===== src/rtl/ls_buffer.sv =====
// In-order load/store buffer: ops leave from the head one at a time through a
// single-outstanding memory port; results and store announcements go to the CDB.
module ls_buffer #(
    parameter int DEPTH = 8
) (
    input  logic        clk_in,
    input  logic        rst_in,
    input  logic        flush_in,
    input  logic        issue_valid,
    input  logic        issue_store,
    input  logic [2:0]  issue_funct3,
    input  logic [31:0] issue_tag,
    input  logic [31:0] issue_addr,
    input  logic [31:0] issue_data,
    output logic        full,
    input  logic        commit_valid,
    input  logic [31:0] commit_tag,
    output logic        mem_req,
    output logic        mem_we,
    output logic [31:0] mem_addr,
    output logic [31:0] mem_wdata,
    output logic [1:0]  mem_size,
    input  logic [31:0] mem_rdata,
    input  logic        mem_done,
    output logic        ls_ready,
    output logic [31:0] ls_tag,
    output logic [31:0] ls_result
);
    localparam int AW = $clog2(DEPTH);
    localparam int CW = AW + 1;
    localparam logic [CW-1:0] DEPTH_C = CW'(DEPTH);

    typedef enum logic {IDLE, MEM} state_t;

    state_t         state_reg;
    logic [AW-1:0]  head_reg, tail_reg, head_next;
    logic [CW-1:0]  count_reg, count_next;
    logic           full_reg;
    logic           discard_reg;
    logic           cur_store_reg;
    logic [2:0]     cur_funct3_reg;
    logic [31:0]    cur_tag_reg;
    logic           mem_req_reg, mem_we_reg;
    logic [31:0]    mem_addr_reg, mem_wdata_reg;
    logic [1:0]     mem_size_reg;
    logic           ls_ready_reg;
    logic [31:0]    ls_tag_reg, ls_result_reg;

    logic           valid_reg     [DEPTH];
    logic           announced_reg [DEPTH];
    logic           committed_reg [DEPTH];
    logic           store_mem     [DEPTH];
    logic [2:0]     funct3_mem    [DEPTH];
    logic [31:0]    tag_mem       [DEPTH];
    logic [31:0]    addr_mem      [DEPTH];
    logic [31:0]    data_mem      [DEPTH];

    logic           h_valid, h_store, h_announced, h_committed;
    logic [2:0]     h_funct3;
    logic [31:0]    h_tag, h_addr, h_data;
    logic           push_en, pop_en, start_en, announce_en, commit_en, keep_en;

    function automatic logic [1:0] size_of(input logic [1:0] f);
        case (f)
            2'b00:   return 2'd0;
            2'b01:   return 2'd1;
            default: return 2'd2;
        endcase
    endfunction

    function automatic logic [31:0] load_ext(input logic [2:0] f3, input logic [31:0] d);
        case (f3)
            3'b000:  return {{24{d[7]}}, d[7:0]};
            3'b001:  return {{16{d[15]}}, d[15:0]};
            3'b100:  return {24'b0, d[7:0]};
            3'b101:  return {16'b0, d[15:0]};
            default: return d;
        endcase
    endfunction

    assign h_valid     = valid_reg[head_reg];
    assign h_store     = store_mem[head_reg];
    assign h_announced = announced_reg[head_reg];
    assign h_committed = committed_reg[head_reg];
    assign h_funct3    = funct3_mem[head_reg];
    assign h_tag       = tag_mem[head_reg];
    assign h_addr      = addr_mem[head_reg];
    assign h_data      = data_mem[head_reg];

    // A discarded load has already lost its slot, so its completion must not pop.
    assign push_en     = issue_valid && !full_reg && !flush_in;
    assign pop_en      = (state_reg == MEM) && mem_done && !discard_reg;
    assign start_en    = (state_reg == IDLE) && !flush_in && h_valid && (!h_store || h_committed);
    assign announce_en = (state_reg == IDLE) && !flush_in && h_valid && h_store && !h_announced;
    assign commit_en   = !flush_in && h_valid && h_store && h_announced && !h_committed
                         && commit_valid && (commit_tag == h_tag);
    assign keep_en     = flush_in && h_valid && h_store && h_committed && !pop_en;
    assign head_next   = pop_en ? head_reg + AW'(1) : head_reg;
    assign count_next  = count_reg + CW'(push_en) - CW'(pop_en);

    always_ff @(posedge clk_in) begin
        if (push_en) begin
            store_mem[tail_reg]  <= issue_store;
            funct3_mem[tail_reg] <= issue_funct3;
            tag_mem[tail_reg]    <= issue_tag;
            addr_mem[tail_reg]   <= issue_addr;
            data_mem[tail_reg]   <= issue_data;
        end
    end

    genvar gi;
    generate
        for (gi = 0; gi < DEPTH; gi++) begin : g_entry
            always_ff @(posedge clk_in) begin
                if (rst_in) begin
                    valid_reg[gi]     <= 1'b0;
                    announced_reg[gi] <= 1'b0;
                    committed_reg[gi] <= 1'b0;
                end else if (flush_in) begin
                    if (!(keep_en && head_reg == AW'(gi))) begin
                        valid_reg[gi]     <= 1'b0;
                        announced_reg[gi] <= 1'b0;
                        committed_reg[gi] <= 1'b0;
                    end
                end else if (push_en && tail_reg == AW'(gi)) begin
                    valid_reg[gi]     <= 1'b1;
                    announced_reg[gi] <= 1'b0;
                    committed_reg[gi] <= 1'b0;
                end else if (pop_en && head_reg == AW'(gi)) begin
                    valid_reg[gi]     <= 1'b0;
                    announced_reg[gi] <= 1'b0;
                    committed_reg[gi] <= 1'b0;
                end else if (head_reg == AW'(gi)) begin
                    if (announce_en) announced_reg[gi] <= 1'b1;
                    if (commit_en)   committed_reg[gi] <= 1'b1;
                end
            end
        end
    endgenerate

    always_ff @(posedge clk_in) begin
        if (rst_in) begin
            state_reg      <= IDLE;
            head_reg       <= '0;
            tail_reg       <= '0;
            count_reg      <= '0;
            full_reg       <= 1'b0;
            discard_reg    <= 1'b0;
            cur_store_reg  <= 1'b0;
            cur_funct3_reg <= 3'b0;
            cur_tag_reg    <= 32'b0;
            mem_req_reg    <= 1'b0;
            mem_we_reg     <= 1'b0;
            mem_addr_reg   <= 32'b0;
            mem_wdata_reg  <= 32'b0;
            mem_size_reg   <= 2'b0;
            ls_ready_reg   <= 1'b0;
            ls_tag_reg     <= 32'b0;
            ls_result_reg  <= 32'b0;
        end else begin
            ls_ready_reg <= 1'b0;
            head_reg     <= head_next;
            if (flush_in) begin
                tail_reg  <= keep_en ? head_reg + AW'(1) : head_next;
                count_reg <= keep_en ? CW'(1) : '0;
                full_reg  <= 1'b0;
            end else begin
                if (push_en) tail_reg <= tail_reg + AW'(1);
                count_reg <= count_next;
                full_reg  <= (count_next == DEPTH_C);
            end
            case (state_reg)
                IDLE: begin
                    if (start_en) begin
                        mem_req_reg    <= 1'b1;
                        mem_we_reg     <= h_store;
                        mem_addr_reg   <= h_addr;
                        mem_wdata_reg  <= h_store ? h_data : 32'b0;
                        mem_size_reg   <= size_of(h_funct3[1:0]);
                        cur_store_reg  <= h_store;
                        cur_funct3_reg <= h_funct3;
                        cur_tag_reg    <= h_tag;
                        state_reg      <= MEM;
                    end else if (announce_en) begin
                        ls_ready_reg  <= 1'b1;
                        ls_tag_reg    <= h_tag;
                        ls_result_reg <= 32'b0;
                    end
                end
                MEM: begin
                    if (mem_done) begin
                        mem_req_reg <= 1'b0;
                        mem_we_reg  <= 1'b0;
                        discard_reg <= 1'b0;
                        state_reg   <= IDLE;
                        if (!cur_store_reg && !discard_reg && !flush_in) begin
                            ls_ready_reg  <= 1'b1;
                            ls_tag_reg    <= cur_tag_reg;
                            ls_result_reg <= load_ext(cur_funct3_reg, mem_rdata);
                        end
                    end else if (flush_in && !cur_store_reg) begin
                        discard_reg <= 1'b1;
                    end
                end
                default: state_reg <= IDLE;
            endcase
        end
    end

    assign full      = full_reg;
    assign mem_req   = mem_req_reg;
    assign mem_we    = mem_we_reg;
    assign mem_addr  = mem_addr_reg;
    assign mem_wdata = mem_wdata_reg;
    assign mem_size  = mem_size_reg;
    assign ls_ready  = ls_ready_reg;
    assign ls_tag    = ls_tag_reg;
    assign ls_result = ls_result_reg;
endmodule


===== config.mk =====
export PLATFORM = sky130hd
export DESIGN_NAME = ls_buffer
export DESIGN_NICKNAME = d
export VERILOG_FILES = /design/src/rtl/ls_buffer.sv
export SDC_FILE = /design/constraint.sdc
export NUM_CORES = 1
export LEC_CHECK = 0
export CORE_ASPECT_RATIO = 1.2
export CORE_UTILIZATION = 52
export DETAILED_ROUTE_END_ITERATION = 8
export PLACE_DENSITY = 0.8
export SYNTH_ARGS = -nofsm -noshare
export SYNTH_HDL_FRONTEND = slang
export SYNTH_SLANG_ARGS = --single-unit

===== constraint.sdc =====
create_clock -name clk_in -period 8.9 [get_ports clk_in]
set_input_delay 0.89 -clock clk_in [delete_from_list [all_inputs] [get_ports clk_in]]
set_output_delay 0.89 -clock clk_in [all_outputs]
set_load 0.01 [all_outputs]

==> metrics.txt, run 1 <==
outcome=finished clean; drt first pass iters=6; Main synth FF type=edfxtp_1; Synth top area share=63.2%; final setup fails=0; Die W=252 um; DRT iter0 DRCs=2256; Worst setup SP type=register; CP Data Arrival Time=5.43 ns; P_int=7.76 mW; asr flop ratio synth=0%; # DRC=0; clk_skew=0.0282 ns; CTS Buf Count=94; grt ovf=0; Finished Layout Cells=3703; Mapped Cells=2326; count of final hold-check violations=0; post-synthesis net count=2513; die area=76300 um2; Clk pin slew, worst setup/hold paths=0.07 ns; number of I/O port buffers=303; Worst-Skew Late Latency=0.66 ns; row count=109; fin. max-slew vios=0; max incr delay on CP=0.88 ns; number of synthesized flops with an enable pin=824; initial antenna violation count=14; switch share=20.7%; R2R setup slack=3.79 ns; sequential share of power=53.1%; Max Freq=196 MHz; pin count of the biggest net entering global routing=89; H-Tree Depth=3; core box area=74100 um2; vias per cell=5.90; Critical Path End=committed_reg[3]; dpl cells=3515; hold buffers post-CTS=0; GPL Wtd Cong=0.894; leakage=15.0 nW; Area growth, synth to finish=18.5%; worst-margin pin slew=1.30 ns; min Tclk post-route=5.11 ns; DR vias=21848; Resized cells post-CTS=0; Clk pwr share=42.6%; commonest non-fill, non-tap cell in the layout=edfxtp_1; RR Startpoint=head_reg[0]; Post-CTS Setup Inserts=0; CP endpoint kind=register; switching pwr=2.03 mW; Final nets=2799; Slew HR=12.8%; Critical Path RT=9.22 ns; ordered cell list for the critical path=buf_4 -> mux4_2 -> mux2i_1 -> xnor2_1 -> nor4_1 -> nand4_1 -> o41ai_1; most frequent cells in the layout=edfxtp_1, clkdlybuf4s50_1, nor2_1, mux4_2, dfxtp_1; DIE HEIGHT=302 um; Synth area leader=edfxtp_1; Syn Std Cell Area=39100 um2; Tightest Hold Check Type=reg2reg; Yosys cell types=51; Final ANT Viol Nets=0; setup TNS=0 ns; VDD IR max=0.000158 V; Final period util=57.4%; worst reg2reg endpoint=committed_reg[3]; YS warnings=0; sequential element share of the synthesized area=72.6%; Global Route Usage Sum=24.0%; RSZ-0062 raised after global routing=false; I/O pin count=304; CTS max path bufs=3; number of synthesized register bits=1006; Avg Cell Area, Syn=16.8 um2; max-cap violation count=0; final wirelength=91100 um; Clock Tree Root=clkbuf_16; HPWL Detailed=53700 um; top flop regs=addr_mem: 256 flops, data_mem: 256 flops, tag_mem: 256 flops; maximum fanout along the worst path=51; Synth area leaders=edfxtp_1, mux4_2, dfxtp_1; initial core utilization=52.8%; layout cells sized above 1=15.1%; global-route wire length before repair=136000 um; vias in the first global route=22006; CP startpoint=head_reg[0]; Final Core Density=62.6%; WL/cell=24.6 um; Gate power share=4.3%; Power Density=211 nW/um2; clock sink total=1006; Crit Path Class=reg2reg; CTS tree=built; Worst path slowest cell=buf_4; FF-to-FF path depth=7
-- critical path: cells and delay by family (launching register included) --
family	cells	cell delay, ns
buffers and inverters	1	0.88
xor gates and xnor gates	1	0.12
DFF	1	0.75
and+or+nand+nor	2	1.18
muxes	2	1.11
AOI/OAI and AO/OA	1	0.68
-- cells by family (layout without fill, tap and decap cells) --
group	after synthesis	after routing	synth area share, %
flip-flops	1006	1006	72.6
AND/OR/NAND/NOR	493	493	5.56
multiplexers	314	314	13.8
AO/OA/AOI/OAI	283	283	4.72
buffers and inverters	183	551	2.14
XOR/XNOR	30	30	0.672
adder cells (fa/ha/maj)	17	17	0.563
other	0	10	0
-- synthesized netlist by cell type (3+ instances only) --
cell type / instances
nor3b_1: 6
edfxtp_1: 824
nor2b_1: 7
a211o_1: 17
or3_1: 17
dfxtp_1: 182
ha_1: 16
o21ai_0: 44
nor3_1: 29
o41ai_1: 5
nand2_1: 173
a22oi_1: 3
buf_4: 3
xor2_1: 3
a21boi_0: 8
o31ai_1: 5
clkbuf_1: 83
mux2_2: 19
buf_2: 34
o22ai_1: 8
buf_1: 12
buf_6: 13
nor2_1: 194
nand4_1: 9
and2_1: 12
a21oi_1: 91
inv_1: 37
a311oi_1: 33
nand3_1: 14
and2_0: 3
nor4_1: 10
mux4_2: 178
xnor2_1: 27
a31oi_1: 13
nand2b_1: 5
mux2i_1: 117
a22o_1: 14
a211oi_1: 37
nor4_2: 4
-- area by class of cell --
class / instances / area (um2)
Timing Repair Buffer: 335 / 3290
Sequential cell: 1006 / 28400
Antenna cell: 10 / 25.0
Multi-Input combinational cell: 1137 / 9990
Tap cell: 999 / 1250
Inverter: 38 / 145
Clock buffer: 124 / 2650
Fill cell: 5062 / 27700
Clock inverter: 54 / 617
-- stage by stage --
| stage | hold slack (ns) | setup slack, ns | total power [mW] | cell area (um2) |
|---|---|---|---|---|
| after detailed placement | 0.443 | 3.74 | 5.72 | 43100 |
| after CTS | 0.452 | 3.75 | 9.85 | 46300 |
| after floorplan | 0.436 | 2.68 | 5.50 | 39100 |
| after global routing | 0.466 | 3.46 | 10.1 | 46300 |
| final | 0.451 | 3.79 | 9.78 | 46400 |
| after global placement | 0.437 | 3.85 | 5.70 | 43100 |
-- worst min-delay path by stage --
stage	start	endpoint	slack [ns]	depth (start not counted)
6_report	ls_result[24]	ls_result[24]	0.45	2
4_1_cts	ls_result[24]	ls_result[24]	0.45	2
3_3_place_gp	ls_result[22]	ls_result[22]	0.44	2
3_5_place_dp	ls_result[24]	ls_result[24]	0.44	2
5_1_grt	ls_result[24]	ls_result[24]	0.47	2
2_1_floorplan	cur_store_reg	cur_store_reg	0.44	2
-- metal layers --
layer | global-route usage [%] | vias to the layer above | part of all wire, %
li1 | - | 9632 | -
met4 | 8.56 | 12 | 2.6
met2 | 41.2 | 948 | 51
met5 | 0 | - | 0.092
met3 | 4.42 | 153 | 8.2
met1 | 30.8 | 11103 | 38
-- power groups by stage --
stage          combinational, mW  sequential, mW  clock [mW]
6_report                   0.422            5.20        4.17
5_1_grt                    0.453            5.20        4.40
4_1_cts                    0.423            5.20        4.23
3_5_place_dp               0.419            5.30           0
3_3_place_gp               0.408            5.29           0
2_1_floorplan              0.198            5.30           0
(Power assumes the default switching activity.)
==> run 2, diff against run 1 <==
- CORE_UTILIZATION: 52 -> 55
- PLACE_DENSITY: 0.8 -> 0.81
- clock period: 8.9 -> 5.1 ns (I/O delays scaled with it)
==> run 2 against run 1 <==
  * First-iteration DRC count decreased by 5.1%
  * Utilization increased by 3.7 points
  * Die area decreased by 5.4%
  * Largest power group unchanged
  * Hold slack about the same
  * Via count increased by 1.0%
  * Highest routed layer unchanged
  * Critical endpoint is now committed_reg[7]
  * Combinational power increased by 77%
==> metrics.txt, run 2 (same netlist as run 1, synthesis figures left out) <==
Final nets=2807; clk_skew=0.0286 ns; pin count of the biggest net entering global routing=110; ordered cell list for the critical path=buf_4 -> mux2_2 -> o22ai_1 -> or3_1 -> nand4_1 -> nor4_1 -> nand4_1 -> buf_4 -> o41ai_1; Final period util=79.7%; max-cap violation count=0; grt ovf=0; CP endpoint kind=register; count of final hold-check violations=0; Post-CTS Setup Inserts=0; # DRC=0; I/O pin count=304; leakage=15.1 nW; Finished Layout Cells=3627; row count=106; RSZ-0062 raised after global routing=false; Final ANT Viol Nets=0; layout cells sized above 1=15.6%; Power Density=369 nW/um2; max incr delay on CP=0.93 ns; final setup fails=0; most frequent cells in the layout=edfxtp_1, clkdlybuf4s50_1, nor2_1, mux4_2, dfxtp_1; Crit Path Class=reg2reg; Die W=245 um; CTS Buf Count=95; Fin Hold WS=0.451 ns; top flop regs=addr_mem: 256 flops, data_mem: 256 flops, tag_mem: 256 flops; global-route wire length before repair=138000 um; die area=72200 um2; worst-margin pin slew=1.12 ns; Power, Total=17.2 mW; initial antenna violation count=10; CTS tree=built; H-Tree Depth=3; Tightest Hold Check Type=reg2reg; Area growth, synth to finish=18.7%; commonest non-fill, non-tap cell in the layout=edfxtp_1; Worst setup SP type=register; Worst path slowest cell=dfxtp_4; final wirelength=92700 um; Clock Tree Root=clkbuf_16; initial core utilization=55.9%; clock sink total=1006; fin. max-slew vios=0; outcome=finished clean; DIE HEIGHT=294 um; DRT iter0 DRCs=2141; Clk pin slew, worst setup/hold paths=0.06 ns; dpl cells=3441; CTS max path bufs=3; vias in the first global route=22382; vias per cell=6.09; Global Route Usage Sum=25.7%; maximum fanout along the worst path=66; GPL Wtd Cong=0.885; Worst-Skew Late Latency=0.66 ns; Resized cells post-CTS=0; min Tclk post-route=4.07 ns; VDD IR max=0.000338 V; core box area=70000 um2; DR vias=22077; hold buffers post-CTS=0; CP Data Arrival Time=4.35 ns; Max Freq=246 MHz; HPWL Detailed=52200 um; drt first pass iters=5; Slew HR=25.3%; number of I/O port buffers=303; Critical Path RT=5.39 ns; WL/cell=25.6 um
==> run 2: critical path, delay by kind of cell, from the launching register on <==
kind / cells / cell delay (ns)
simple gates: 4 / 0.89
mux: 1 / 0.36
compound gates: 2 / 0.74
buf+inv: 2 / 0.64
flops: 1 / 0.93
==> run 2: power by group <==
| part | total (mW) | switching (mW) | leakage (nW) | internal, mW |
|---|---|---|---|---|
| Combinational | 0.745 | 0.419 | 4.49 | 0.326 |
| Sequential | 9.07 | 0.0560 | 8.97 | 9.01 |
| Clock | 7.34 | 3.08 | 1.63 | 4.27 |
| Total | 17.2 | 3.55 | 15.1 | 13.6 |
==> run 2: through the flow <==
stage          TNS [ns]  utilization, %  area, um2  setup WS, ns
4_1_cts               0            66.3      46400          1.09
6_report              0            66.3      46400          1.03
5_1_grt               0            66.3      46400         0.840
3_3_place_gp          0            61.6      43100          1.22
3_5_place_dp          0            61.6      43100          1.13
2_1_floorplan   -519.33               -      39100        -0.743
==> run 2: cell type report <==
cell class | count | area (um2)
Multi-Input combinational cell | 1137 | 9990
Clock buffer | 130 | 2700
Clock inverter | 50 | 629
Tap cell | 918 | 1150
Inverter | 38 | 144
Antenna cell | 6 | 15.0
Timing Repair Buffer | 342 | 3430
Sequential cell | 1006 | 28400
Fill cell | 4548 | 23600
==> run 2: final timing paths <==
check	start	end	slack (ns)	depth (start not counted)
worst max-delay path	head_reg[2]	committed_reg[7]	1.03	9
worst min register to register	ls_result[6]	ls_result[6]	0.45	2
worst min-delay path	ls_result[6]	ls_result[6]	0.45	2
worst max register to register	head_reg[2]	committed_reg[7]	1.03	9
==> run 2: per-layer routing <==
layer	GRT usage [%]	wire length, um	part of all wire, %	up-vias
met3	4.42	6960	7.5	158
li1	-	-	-	9633
met1	33.6	36200	39	11302
met4	8.36	2330	2.5	8
met2	43.7	47200	51	976
met5	0	52	0.056	-
==> run 3, diff against run 2 <==
- clock period: 5.1 -> 3.77 ns (I/O delays scaled with it)
==> run 3 against run 2 <==
  * Power is 35% higher
  * Global-route usage is 0.074 points lower
  * Via count is 0.58% higher
  * Flip-flop and latch count stayed put
  * Utilization is 0.52 points higher
  * Maximum frequency is 17% higher
  * Die area stayed put
  * Clock power is 33% higher
  * Critical path depth is 1 higher
  * Combinational power is 37% higher
  * Hold slack worse by 0.37 ns
  * Routed wire length is 0.44% lower
  * Critical path type unchanged
==> metrics.txt, run 3 (same netlist as run 1, synthesis figures left out) <==
outcome=finished clean; top flop regs=addr_mem: 256 flops, data_mem: 256 flops, tag_mem: 256 flops; dpl cells=3472; commonest non-fill, non-tap cell in the layout=edfxtp_1; DR vias=22204; WL/cell=25.2 um; drt first pass iters=7; Clk pwr share=42.4%; Critical Path RT=4.09 ns; global-route wire length before repair=138000 um; most frequent cells in the layout=edfxtp_1, clkdlybuf4s50_1, nor2_1, mux4_2, dfxtp_1; Worst-Skew Late Latency=0.66 ns; switch share=20.5%; CP endpoint kind=register; Finished Layout Cells=3657; Layout fillers=4527; layout cells sized above 1=15.8%; GPL Wtd Cong=0.861; Slew HR=24.5%; worst-margin pin slew=1.13 ns; max-cap violation count=0; VDD IR max=0.000511 V; I/O pin count=304; number of I/O port buffers=303; die area=72200 um2; CTS Buf Count=95; footprint of the multi-input gates=9990 um2; min setup slack post-route=0.282 ns; H-Tree Depth=3; # DRC=0; initial antenna violation count=14; Gate power share=4.4%; CTS max path bufs=3; DIE HEIGHT=294 um; sequential share of power=53.1%; fin. max-slew vios=0; Global Route Usage Sum=25.6%; Tightest Hold Check Type=in2reg; P_int=18.3 mW; Power Density=493 nW/um2; R2R setup slack=0.28 ns; final setup fails=0; CTS tree=built; Final ANT Viol Nets=0; core box area=70000 um2; CP Data Arrival Time=3.80 ns; grt ovf=0; Final period util=92.5%; switching pwr=4.73 mW; count of final hold-check violations=0; Storage cell area=28400 um2; Die W=245 um; row count=106; min Tclk post-route=3.49 ns; clock sink total=1006; vias in the first global route=22851; Area growth, synth to finish=19.7%; Clk pin slew, worst setup/hold paths=0.06 ns; DP Worst Slack=0.233 ns; vias per cell=6.07; clk_skew=0.0483 ns; Worst setup SP type=register; Max Freq=287 MHz; Fin Hold WS=0.0849 ns; RSZ-0062 raised after global routing=false; maximum fanout along the worst path=19; Crit Path Class=reg2reg; Final nets=2839; leakage=15.2 nW; pin count of the biggest net entering global routing=110; Final Core Density=66.8%; Clock Tree Root=clkbuf_16; hold buffers post-CTS=0; HPWL Detailed=53800 um; DRT iter0 DRCs=1943; final wirelength=92300 um; initial core utilization=55.9%
[run 3: timing repair]
item                       CTS  global route
gates resized for setup      0             2
buffers inserted             0             1
setup endpoints to repair    0             6
[run 3: cell type report]
cell class	instances	area share (%)
Antenna cell	8	0.0428
Clock buffer	134	5.58
Clock inverter	42	1.31
Inverter	38	0.307
Multi-Input combinational cell	1137	21.3
Sequential cell	1006	60.7
Tap cell	918	2.45
Timing Repair Buffer	374	8.30
[run 3: stage by stage]
stage	power, mW	TNS, ns	instance area, um2
finish	23.1	0	46800
global route	23.7	0	46800
CTS	23.2	0	46800
detailed placement	13.5	0	43500
global placement	13.5	0	43500
floorplan	13.0	-160.52	39200
[run 3: worst paths after layout]
check	startpoint	endpoint	cells past startpoint
setup reg to reg	head_reg[0]	committed_reg[0]	10
hold reg to reg	ls_result[0]	ls_result[0]	2
setup / recovery	head_reg[0]	committed_reg[0]	10
hold / removal	rst_in	head_reg[0]	2
[run 3: power by group through the flow]
stage | logic (mW) | clock network, mW | registers (mW)
after floorplan | 0.471 | 0 | 12.5
after global placement | 0.979 | 0 | 12.5
after detailed placement | 1.01 | 0 | 12.5
after CTS | 1.02 | 9.92 | 12.3
after global routing | 1.10 | 10.3 | 12.3
final | 1.02 | 9.79 | 12.3
[run 3: layer usage]
layer / share of wire [%] / vias to the layer above / track usage [%] / wire length (um)
met2: 51 / 1007 / 43.5 / 46800
li1: - / 9715 / - / -
met3: 7.7 / 177 / 4.28 / 7150
met1: 39 / 11293 / 33.1 / 35600
met4: 2.9 / 12 / 9.67 / 2690
met5: 0.082 / - / 0 / 76
[run 3: worst max-delay path, cell delays in order, from the launching register on]
cell and delay, ns:
dfxtp_4 0.50, buf_4 0.37, buf_6 0.31, mux2i_1 0.23, a22o_1 0.25, nor2_1 0.07
xor2_1 0.15, nor4_1 0.44, nand4_1 0.16, buf_4 0.22, o41ai_1 0.41
